===== config.mk =====
export PLATFORM = sky130hd
export DESIGN_NAME = rx_hdr_filter_flat
export DESIGN_NICKNAME = d
export VERILOG_FILES = /design/src/rtl/rx_hdr_filter_pkg.sv /design/src/rtl/rx_hdr_filter_if.sv /design/src/rtl/axis_skid_reg.sv /design/src/rtl/rx_hdr_filter.sv /design/src/flat_wrapper.sv
export SDC_FILE = /design/constraint.sdc
export NUM_CORES = 1
export LEC_CHECK = 0
export CAP_MARGIN = 20
export CORE_AREA = 2 2 181 183
export DETAILED_ROUTE_END_ITERATION = 8
export DIE_AREA = 0 0 183 185
export PLACE_DENSITY = 0.69
export SKIP_LAST_GASP = 1
export SLEW_MARGIN = 20
export SYNTH_ARGS = -nofsm -noshare
export SYNTH_HDL_FRONTEND = slang
export SYNTH_SLANG_ARGS = --single-unit

===== constraint.sdc =====
create_clock -name user_clk -period 5.4 [get_ports user_clk]
set_input_delay 1.08 -clock user_clk [delete_from_list [all_inputs] [get_ports user_clk]]
set_output_delay 1.08 -clock user_clk [all_outputs]
set_load 0.02 [all_outputs]

===== src/rtl/rx_hdr_filter_pkg.sv =====
// rtl/rx_hdr_filter_pkg.sv - shared types and constants for the receive header filter
//
// Contents:
//   rx_state_t  packet framing state (FIRST, HDR, PASS, DROP)
//   BCAST_MAC   broadcast destination address, always accepted by the filter
//   MAC_MSB/LSB position of the destination MAC inside the first beat
//   HDR_CNT_W   width of the header beat counter (covers 0..15)
//   mac_reject  destination-MAC filter decision
package rx_hdr_filter_pkg;

   typedef enum logic [1:0] {
      ST_FIRST = 2'd0,
      ST_HDR   = 2'd1,
      ST_PASS  = 2'd2,
      ST_DROP  = 2'd3
   } rx_state_t;

   localparam logic [47:0] BCAST_MAC = 48'hFFFF_FFFF_FFFF;
   localparam int          MAC_MSB   = 95;
   localparam int          MAC_LSB   = 48;
   localparam int          HDR_CNT_W = 4;

   // A packet is rejected only when filtering is on and the destination is
   // neither this node nor broadcast.
   function automatic logic mac_reject(input logic [47:0] dst,
                                       input logic [47:0] local_mac,
                                       input logic        filter_en);
      return filter_en && (dst != local_mac) && (dst != BCAST_MAC);
   endfunction

endpackage


===== src/rtl/rx_hdr_filter_if.sv =====
// rtl/rx_hdr_filter_if.sv - AXI-stream style bundle used on both sides of the filter
//
// Signals:
//   tdata  [DATA_W]  payload
//   tkeep  [KEEP_W]  byte enables
//   tvalid           beat valid (source to sink)
//   tlast            last beat of packet
//   tuser  [USER_W]  sideband
//   tready           sink can accept (sink to source)
// Modports:
//   master  source side (drives payload/valid, reads ready)
//   slave   sink side   (reads payload/valid, drives ready)
interface rx_hdr_filter_if #(
   parameter int DATA_W = 128,
   parameter int KEEP_W = DATA_W / 8,
   parameter int USER_W = 4
) ();

   logic [DATA_W-1:0] tdata;
   logic [KEEP_W-1:0] tkeep;
   logic              tvalid;
   logic              tlast;
   logic [USER_W-1:0] tuser;
   logic              tready;

   modport master (output tdata, output tkeep, output tvalid, output tlast,
                   output tuser, input tready);

   modport slave  (input tdata, input tkeep, input tvalid, input tlast,
                   input tuser, output tready);

endinterface


===== src/rtl/axis_skid_reg.sv =====
// rtl/axis_skid_reg.sv - one-entry registered AXI-stream slice
//
// Ports:
//   user_clk, reset        clock, synchronous active-high reset
//   in_t*                  upstream beat (data/keep/last/user/valid), in_tready back
//   out_t*                 registered beat to downstream, out_tready in
// The slice accepts a new beat whenever it is empty or is being drained in
// the same cycle, so a held-high out_tready gives one beat per cycle.
module axis_skid_reg #(
   parameter int DATA_W = 128,
   parameter int KEEP_W = DATA_W / 8,
   parameter int USER_W = 4
) (
   input  logic              user_clk,
   input  logic              reset,
   input  logic [DATA_W-1:0] in_tdata,
   input  logic [KEEP_W-1:0] in_tkeep,
   input  logic              in_tlast,
   input  logic [USER_W-1:0] in_tuser,
   input  logic              in_tvalid,
   output logic              in_tready,
   output logic [DATA_W-1:0] out_tdata,
   output logic [KEEP_W-1:0] out_tkeep,
   output logic              out_tlast,
   output logic [USER_W-1:0] out_tuser,
   output logic              out_tvalid,
   input  logic              out_tready
);

   assign in_tready = !out_tvalid || out_tready;

   // Payload only moves when the slice can take a beat, which keeps the
   // outputs frozen while the downstream stalls.
   always_ff @(posedge user_clk) begin
      if (reset) begin
         out_tvalid <= 1'b0;
         out_tdata  <= '0;
         out_tkeep  <= '0;
         out_tlast  <= 1'b0;
         out_tuser  <= '0;
      end else if (in_tready) begin
         out_tvalid <= in_tvalid;
         if (in_tvalid) begin
            out_tdata <= in_tdata;
            out_tkeep <= in_tkeep;
            out_tlast <= in_tlast;
            out_tuser <= in_tuser;
         end
      end
   end

endmodule


===== src/rtl/rx_hdr_filter.sv =====
// rtl/rx_hdr_filter.sv - strips header beats and drops unwanted packets on the receive path
//
// Ports:
//   user_clk, reset   clock, synchronous active-high reset
//   s_axis            stream from the router (slave side)
//   m_axis            stream to the transport layer (master side), registered
//   local_mac         this node's MAC, sampled on the first beat of each packet
//   rx_dst_mac_addr   destination MAC of the most recent first beat
//   pkt_fwd_cnt       saturating count of packets leaving with m_axis.tlast
//   pkt_drop_cnt      saturating count of dropped packets (flagged, filtered, runt)
module rx_hdr_filter
   import rx_hdr_filter_pkg::*;
#(
   parameter int DATA_W        = 128,
   parameter int KEEP_W        = DATA_W / 8,
   parameter int USER_W        = 4,
   parameter int HDR_BEATS     = 1,
   parameter int DROP_BIT      = 2,
   parameter bit MAC_FILTER_EN = 1'b1,
   parameter int CNT_W         = 32
) (
   input  logic             user_clk,
   input  logic             reset,
   rx_hdr_filter_if.slave   s_axis,
   rx_hdr_filter_if.master  m_axis,
   input  logic [47:0]      local_mac,
   output logic [47:0]      rx_dst_mac_addr,
   output logic [CNT_W-1:0] pkt_fwd_cnt,
   output logic [CNT_W-1:0] pkt_drop_cnt
);

   // Value hdr_cnt holds while the final header beat is being consumed.
   localparam logic [HDR_CNT_W-1:0] HDR_LAST =
      HDR_CNT_W'((HDR_BEATS == 0) ? 0 : HDR_BEATS - 1);

   rx_state_t             state_q, state_d;
   logic [HDR_CNT_W-1:0]  hdr_cnt_q, hdr_cnt_d;
   logic [USER_W-1:0]     tuser_q;
   logic [47:0]           first_dst;
   logic                  pkt_reject;
   logic                  beat_acc;
   logic                  fwd_beat;
   logic                  drop_pkt;
   logic                  fwd_done;
   logic                  skid_in_ready;
   logic                  skid_in_tvalid;
   logic [USER_W-1:0]     skid_in_tuser;

   assign first_dst  = s_axis.tdata[MAC_MSB:MAC_LSB];
   assign pkt_reject = s_axis.tuser[DROP_BIT] ||
                       mac_reject(first_dst, local_mac, MAC_FILTER_EN);

   // Header and discarded beats never reach the slice, so they are sunk
   // regardless of downstream backpressure.
   assign s_axis.tready = skid_in_ready || (state_q == ST_HDR) || (state_q == ST_DROP);
   assign beat_acc      = s_axis.tvalid && s_axis.tready;

   always_comb begin
      state_d   = state_q;
      hdr_cnt_d = hdr_cnt_q;
      fwd_beat  = 1'b0;
      drop_pkt  = 1'b0;
      if (beat_acc) begin
         unique case (state_q)
            ST_FIRST: begin
               if (pkt_reject) begin
                  state_d  = s_axis.tlast ? ST_FIRST : ST_DROP;
                  drop_pkt = s_axis.tlast;
               end else if (HDR_BEATS >= 2) begin
                  // A packet ending inside its header is a runt.
                  state_d   = s_axis.tlast ? ST_FIRST : ST_HDR;
                  hdr_cnt_d = HDR_CNT_W'(1);
                  drop_pkt  = s_axis.tlast;
               end else if (HDR_BEATS == 1) begin
                  state_d  = s_axis.tlast ? ST_FIRST : ST_PASS;
                  drop_pkt = s_axis.tlast;
               end else begin
                  fwd_beat = 1'b1;
                  state_d  = s_axis.tlast ? ST_FIRST : ST_PASS;
               end
            end
            ST_HDR: begin
               hdr_cnt_d = hdr_cnt_q + 1'b1;
               if (s_axis.tlast) begin
                  state_d  = ST_FIRST;
                  drop_pkt = 1'b1;
               end else if (hdr_cnt_q == HDR_LAST) begin
                  state_d = ST_PASS;
               end
            end
            ST_PASS: begin
               fwd_beat = 1'b1;
               if (s_axis.tlast) state_d = ST_FIRST;
            end
            ST_DROP: begin
               if (s_axis.tlast) begin
                  state_d  = ST_FIRST;
                  drop_pkt = 1'b1;
               end
            end
            default: state_d = ST_FIRST;
         endcase
      end
   end

   always_ff @(posedge user_clk) begin
      if (reset) begin
         state_q         <= ST_FIRST;
         hdr_cnt_q       <= '0;
         tuser_q         <= '0;
         rx_dst_mac_addr <= '0;
      end else begin
         state_q   <= state_d;
         hdr_cnt_q <= hdr_cnt_d;
         if (beat_acc && (state_q == ST_FIRST)) begin
            tuser_q         <= s_axis.tuser;
            rx_dst_mac_addr <= first_dst;
         end
      end
   end

   // With no header stripping the first beat is forwarded before tuser_q
   // has been loaded, so it takes its sideband straight from the input.
   assign skid_in_tvalid = beat_acc && fwd_beat;
   assign skid_in_tuser  = (state_q == ST_FIRST) ? s_axis.tuser : tuser_q;

   axis_skid_reg #(
      .DATA_W (DATA_W),
      .KEEP_W (KEEP_W),
      .USER_W (USER_W)
   ) u_skid (
      .user_clk   (user_clk),
      .reset      (reset),
      .in_tdata   (s_axis.tdata),
      .in_tkeep   (s_axis.tkeep),
      .in_tlast   (s_axis.tlast),
      .in_tuser   (skid_in_tuser),
      .in_tvalid  (skid_in_tvalid),
      .in_tready  (skid_in_ready),
      .out_tdata  (m_axis.tdata),
      .out_tkeep  (m_axis.tkeep),
      .out_tlast  (m_axis.tlast),
      .out_tuser  (m_axis.tuser),
      .out_tvalid (m_axis.tvalid),
      .out_tready (m_axis.tready)
   );

   assign fwd_done = m_axis.tvalid && m_axis.tready && m_axis.tlast;

   always_ff @(posedge user_clk) begin
      if (reset) begin
         pkt_fwd_cnt  <= '0;
         pkt_drop_cnt <= '0;
      end else begin
         if (fwd_done && (pkt_fwd_cnt != {CNT_W{1'b1}}))
            pkt_fwd_cnt <= pkt_fwd_cnt + 1'b1;
         if (drop_pkt && (pkt_drop_cnt != {CNT_W{1'b1}}))
            pkt_drop_cnt <= pkt_drop_cnt + 1'b1;
      end
   end

endmodule


===== src/flat_wrapper.sv =====
// flat-port wrapper written by rule: the top's interface ports become plain ports
module rx_hdr_filter_flat import rx_hdr_filter_pkg::*;
#(
   parameter int DATA_W        = 128,
   parameter int KEEP_W        = DATA_W / 8,
   parameter int USER_W        = 4,
   parameter int HDR_BEATS     = 1,
   parameter int DROP_BIT      = 2,
   parameter bit MAC_FILTER_EN = 1'b1,
   parameter int CNT_W         = 32
)
  (user_clk, reset, local_mac, rx_dst_mac_addr, pkt_fwd_cnt, pkt_drop_cnt, s_axis_tdata, s_axis_tkeep, s_axis_tvalid, s_axis_tlast, s_axis_tuser, s_axis_tready, m_axis_tdata, m_axis_tkeep, m_axis_tvalid, m_axis_tlast, m_axis_tuser, m_axis_tready);
  rx_hdr_filter_if #(.DATA_W(DATA_W), .KEEP_W(KEEP_W), .USER_W(USER_W)) s_axis_i ();
  rx_hdr_filter_if #(.DATA_W(DATA_W), .KEEP_W(KEEP_W), .USER_W(USER_W)) m_axis_i ();
  input  logic user_clk;
  input  logic reset;
  input  logic [47:0] local_mac;
  output logic [47:0] rx_dst_mac_addr;
  output logic [CNT_W-1:0] pkt_fwd_cnt;
  output logic [CNT_W-1:0] pkt_drop_cnt;
  input wire logic [$bits(s_axis_i.tdata)-1:0] s_axis_tdata;
  input wire logic [$bits(s_axis_i.tkeep)-1:0] s_axis_tkeep;
  input wire logic [$bits(s_axis_i.tvalid)-1:0] s_axis_tvalid;
  input wire logic [$bits(s_axis_i.tlast)-1:0] s_axis_tlast;
  input wire logic [$bits(s_axis_i.tuser)-1:0] s_axis_tuser;
  output wire logic [$bits(s_axis_i.tready)-1:0] s_axis_tready;
  output wire logic [$bits(m_axis_i.tdata)-1:0] m_axis_tdata;
  output wire logic [$bits(m_axis_i.tkeep)-1:0] m_axis_tkeep;
  output wire logic [$bits(m_axis_i.tvalid)-1:0] m_axis_tvalid;
  output wire logic [$bits(m_axis_i.tlast)-1:0] m_axis_tlast;
  output wire logic [$bits(m_axis_i.tuser)-1:0] m_axis_tuser;
  input wire logic [$bits(m_axis_i.tready)-1:0] m_axis_tready;
  assign s_axis_i.tdata = s_axis_tdata;
  assign s_axis_i.tkeep = s_axis_tkeep;
  assign s_axis_i.tvalid = s_axis_tvalid;
  assign s_axis_i.tlast = s_axis_tlast;
  assign s_axis_i.tuser = s_axis_tuser;
  assign s_axis_tready = s_axis_i.tready;
  assign m_axis_tdata = m_axis_i.tdata;
  assign m_axis_tkeep = m_axis_i.tkeep;
  assign m_axis_tvalid = m_axis_i.tvalid;
  assign m_axis_tlast = m_axis_i.tlast;
  assign m_axis_tuser = m_axis_i.tuser;
  assign m_axis_i.tready = m_axis_tready;
  rx_hdr_filter #(.DATA_W(DATA_W), .KEEP_W(KEEP_W), .USER_W(USER_W), .HDR_BEATS(HDR_BEATS), .DROP_BIT(DROP_BIT), .MAC_FILTER_EN(MAC_FILTER_EN), .CNT_W(CNT_W)) u_core (.user_clk(user_clk), .reset(reset), .s_axis(s_axis_i), .m_axis(m_axis_i), .local_mac(local_mac), .rx_dst_mac_addr(rx_dst_mac_addr), .pkt_fwd_cnt(pkt_fwd_cnt), .pkt_drop_cnt(pkt_drop_cnt));
endmodule

# [After elaboration in Yosys (flattened, before gate mapping)]
# Index checks and enable logic that the tools add are counted.
[word_totals] reg_bits=272 inputBits=201
[classes] addsub=3 eq_ne=9 n_mux=13 reduce_logical=20
[ops] operator="$add A32 B1 Y32 const B" count=2
[ops] operator="$ne A32 B32 Y1 const B" count=2
[ops] operator="$ne A48 B48 Y1" count=1
[ops] operator="$ne A48 B48 Y1 const B" count=1
[ops] operator="$mux W2" count=6
[ops] operator="$logic_and A1 B1 Y1" count=8
[ops] operator="$pmux W2 S3" count=1
[ops] operator="$add A4 B1 Y4 const B" count=1
[ops] operator="$eq A2 B2 Y1 const B" count=2
[ops] operator="$logic_not A4 Y1" count=1
[ops] operator="$logic_or A1 B1 Y1" count=4
[ops] operator="$mux W1" count=4
[ops] operator="$mux W4" count=1
[ops] operator="$reduce_and A2 Y1" count=2
[ops] operator="$reduce_or A2 Y1" count=2
[ops] operator="$ne A3 B3 Y1 const B" count=1
[ops] operator="$reduce_and A3 Y1" count=1
[ops] operator="$eq A2 B1 Y1 const B" count=1
[ops] operator="$logic_not A2 Y1" count=1
[ops] operator="$ne A2 B1 Y1 const B" count=1
[ops] operator="$pmux W1 S2" count=1
[ops] operator="$logic_not A1 Y1" count=1

# [Depth between registers and ports, before layout]
[depth] depth_word=8 depth_mapped=8 depth_no_buf=6

# [By module]
# Synthesis repeated with hierarchy kept, for this count alone.
[unflattened] cells_unflattened=1443 hier_area_um2=12689.7
[by_module_without_submodules] mod="axis_skid_reg" instances=1 cells_each=683 area_per_inst_um2=6496.2
[by_module_without_submodules] mod="rx_hdr_filter" instances=1 cells_each=760 area_per_inst_um2=6193.4

# [Least setup slack after synthesis]
# No wires, ideal clock.
[synth_path] path_kind="input-to-output" from="in m_axis_tready" to="out s_axis_tready" arrival_ns=1.516 required_ns=4.320 path_slack_ns=2.804 path_stages=2 n_path_buf=0 path_cell_list="nor2b_1 nand2b_1"
[synth_via] elab_chain_len=3
[synth_rtl] element="from (decl)" line_no="flat_wrapper.sv:32" rtl="input wire logic [$bits(m_axis_i.tready)-1:0] m_axis_tready;"
[synth_rtl] element="$logic_or A1 B1 Y1" line_no="axis_skid_reg.sv:30" rtl="assign in_tready = !out_tvalid || out_tready;"
[synth_rtl] element="$logic_or A1 B1 Y1 (2 in a row)" line_no="rx_hdr_filter.sv:55" rtl="assign s_axis.tready = skid_in_ready || (state_q == ST_HDR) || (state_q == ST_DROP);"
[synth_rtl] element="to (decl)" line_no="flat_wrapper.sv:26" rtl="output wire logic [$bits(s_axis_i.tready)-1:0] s_axis_tready;"
# No other way between the ends.

# [Final worst setup path]
# Same ends and word-level chain as after synthesis.

==> qor.json <==
{
  "outcome": {
    "run_status": "finished clean"
  },
  "synthesis": {
    "synth-seq-cells": 272,
    "synth.cell_area_um2": 11200,
    "netlist_instances": 1409,
    "most_frequent_cell_after_synthesis": "nand2_1",
    "synthArstFlopShare": 0,
    "yosys.cell_types.count": 49,
    "synth_area_leader_cell": "dfxtp_1",
    "postSynth.topFlopCell": "dfxtp_1",
    "syn-num-nets": 1614,
    "netlist_top_cells_count": "nand2_1, dfxtp_1, a21oi_1, clkbuf_1, xnor2_1",
    "synth_enable_flop_cells": 0,
    "yosysWarnings": 0,
    "synth_seq_area_share": 0.487,
    "top_area_cells_in_the_synthesized_netlist": "dfxtp_1, nand2_1, a21oi_1, xnor2_1, clkbuf_1",
    "avgSynthCellArea_um2": 7.93,
    "yosys.area.top_type_share": 0.487
  },
  "floorplanning": {
    "initial_utilization": 0.349,
    "placement_rows": 66,
    "dieArea_um2": 33900,
    "design.portCount": 464,
    "die_width_um": 183,
    "fp.dieH_um": 185,
    "placeableCoreArea_um2": 32000
  },
  "pwr": {
    "pwr_density_cell_nw_per_um2": 275,
    "power.share.sequential": 0.452,
    "power.share.switching": 0.257,
    "leakagePower_nw": 5.60,
    "clkPwrFrac": 0.406,
    "p_switching_w": 0.00120,
    "post-layout-total-power_w": 0.00468,
    "ir_worst_vdd_mv": 0.252,
    "power_frac_comb": 0.141,
    "power.internal_w": 0.00347
  },
  "worst_setup_path": {
    "reg2regPathDepth": 6,
    "worstSetupPathType": "primary input to output port",
    "crit_path_dat_ps": 2620,
    "critical_path_peak_fanout": 5,
    "worstSetupStartpointType": "primary input",
    "critical_path_required_ps": 4320,
    "reg2reg_to": "u_core.pkt_fwd_cnt[27]",
    "r2r_slack_ps": 2580,
    "worst_r2r_startpoint": "u_core.pkt_fwd_cnt[16]",
    "timing.critical_path.to_type": "output port"
  },
  "timing": {
    "achievable-frequency_ghz": 0.270,
    "worst_pin_slew_ps": 1110,
    "min_period_over_period": 0.685,
    "final_hold_viol_count": 0,
    "slew_headroom": 0.257,
    "layout_min_cycle_time_ps": 3700,
    "hold_slack_ps": 452,
    "fin_worst_skew_ps": 7.35,
    "slew_viol_final": 0,
    "unrepaired_setup_endpoints_after_global_routing": "no",
    "setup_total_negative_slack_ps": 0,
    "report.final.setup_viol": 0
  },
  "clock_tree": {
    "worstSkewPairLatency_ps": 540,
    "clock-sinks": 272,
    "numCtsBuffers": 29,
    "htree_levels": 1,
    "number_of_buffers_on_the_longest_clock_path": 3,
    "tritoncts": "yes",
    "clkTransAtPathRegs_ps": 60,
    "cts_root_buf": "clkbuf_16",
    "postCtsResizedCells": 0,
    "post_cts_buffers": 0,
    "cts-hold-fix-buffers": 0
  },
  "routing": {
    "drtIter0Drc": 771,
    "routedWlPerCell_um": 18.8,
    "dr.pass1.iters": 5,
    "vias": 11700,
    "final_routed_drc_violation_total": 0,
    "drtAntennaViolNets": 0,
    "post_drt_via_cell_ratio": 5.20,
    "finalWirelength_um": 42300
  },
  "hold_path": {
    "hold_path_end": "u_core.u_skid.out_tdata[86]",
    "worst_hold_path_cells": 2,
    "worstHoldStart": "u_core.u_skid.out_tdata[86]",
    "timing.hold.worst.class": "flop to flop"
  },
  "flow_run": {
    "maxCapViolations": 0
  },
  "final_layout": {
    "syn2layout_area_growth_pct": 52.0,
    "drive_above_1_share": 0.0424,
    "finish.utilization": 0.530,
    "final_nets": 2026,
    "nFillCells": 3005
  },
  "grt": {
    "grt_first_pass_wirelength_um": 62200,
    "grt_antenna_before_repair": 3,
    "maximum_number_of_pins_on_one_net_before_global_route_repair": 126,
    "grt_overflow_total": 0,
    "grt_usage": 0.235,
    "first_global_vias": 10800
  },
  "placed_design": {
    "buffer_ports.inserted": 463,
    "dp_hpwl_um": 30400,
    "place_congestion": 0.954
  }
}
==> per-layer routing <==
metal / vias up / global-route usage / part of all wire
met5: - / 0 / 0
met4: 0 / 0.104 / 0.043
met3: 92 / 0.0629 / 0.086
met2: 510 / 0.392 / 0.48
met1: 5437 / 0.284 / 0.39
li1: 5668 / - / -
==> power by group through the flow <==
| stage | clock network (W) | logic (W) | registers (W) |
|---|---|---|---|
| 4_1_cts | 0.00195 | 0.000665 | 0.00211 |
| 5_1_grt | 0.00204 | 0.000705 | 0.00212 |
| 3_5_place_dp | 0 | 0.000662 | 0.00216 |
| 6_report | 0.00190 | 0.000662 | 0.00211 |
| 3_3_place_gp | 0 | 0.000658 | 0.00216 |
| 2_1_floorplan | 0 | 0.000198 | 0.00223 |
==> cell type report <==
type / count / area, µm² / area share
diodes: 4 / 10.0 / 0.000589
clock buffers: 44 / 862 / 0.0508
clock inverters: 5 / 27.5 / 0.00162
inverters: 9 / 33.8 / 0.00199
multi-input cells: 1036 / 5360 / 0.315
flip-flops and latches: 272 / 5450 / 0.321
well taps: 408 / 510 / 0.0301
repair buffers: 473 / 4740 / 0.279
==> critical path: stages <==
cell             delay [ps]
clkdlybuf4s50_1         450
nor2b_1                 330
nand2b_1                160
clkdlybuf4s50_1         600
==> cell families after synthesis <==
kind of cell | Yosys count | share of synthesized area
AND/OR/NAND/NOR | 652 | 0.266
multiplexers | 10 | 0.00974
flip-flops | 272 | 0.487
AO/OA/AOI/OAI | 317 | 0.155
XOR/XNOR | 53 | 0.0415
adder cells (fa/ha/maj) | 4 | 0.00448
buffers and inverters | 101 | 0.0363
==> flip-flops by register name, summed over array words and instances, names as in the netlist, 4 cells and up <==
name                     cells
u_core.u_skid.out_tdata    128
u_core.rx_dst_mac_addr      48
u_core.pkt_drop_cnt         32
u_core.pkt_fwd_cnt          32
u_core.u_skid.out_tkeep     16
u_core.hdr_cnt_q             4
u_core.tuser_q               4
u_core.u_skid.out_tuser      4
==> metrics by stage <==
| step | setup WS [ps] | instance area (µm²) | instances |
|---|---|---|---|
| 3_3_place_gp | 1610 | 16100 | 2198 |
| 6_report | 1700 | 17000 | 2251 |
| 3_5_place_dp | 1560 | 16100 | 2198 |
| 2_1_floorplan | 2800 | 11200 | 1409 |
| 4_1_cts | 1700 | 17000 | 2247 |
| 5_1_grt | 1640 | 17000 | 2249 |
==> worst max-delay path by stage <==
stage,start,to,cells past startpoint
after floorplan,m_axis_tready,s_axis_tready,2
after global placement,m_axis_tready,u_core.pkt_drop_cnt[9],6
after detailed placement,m_axis_tready,u_core.pkt_drop_cnt[9],6
after CTS,m_axis_tready,s_axis_tready,4
after global routing,m_axis_tready,s_axis_tready,4
final,m_axis_tready,s_axis_tready,4
==> cells in the final DEF, fill, tap and decap left out, drive strengths merged, types with 5 or more instances in the layout <==
| master | instances |
|---|---|
| a21oi | 246 |
| and3 | 10 |
| and4 | 5 |
| buf | 10 |
| clkbuf | 45 |
| clkdlybuf4s50 | 462 |
| dfxtp | 272 |
| inv | 9 |
| mux2 | 7 |
| nand2 | 448 |
| nand3 | 21 |
| nand4 | 46 |
| nor2 | 28 |
| nor2b | 8 |
| nor3 | 6 |
| nor4 | 25 |
| o21a | 5 |
| o21ai | 21 |
| o31a | 5 |
| o31ai | 27 |
| or3 | 18 |
| or4 | 30 |
| xnor2 | 49 |
No activity file was read; power rests on OpenSTA's default activity.
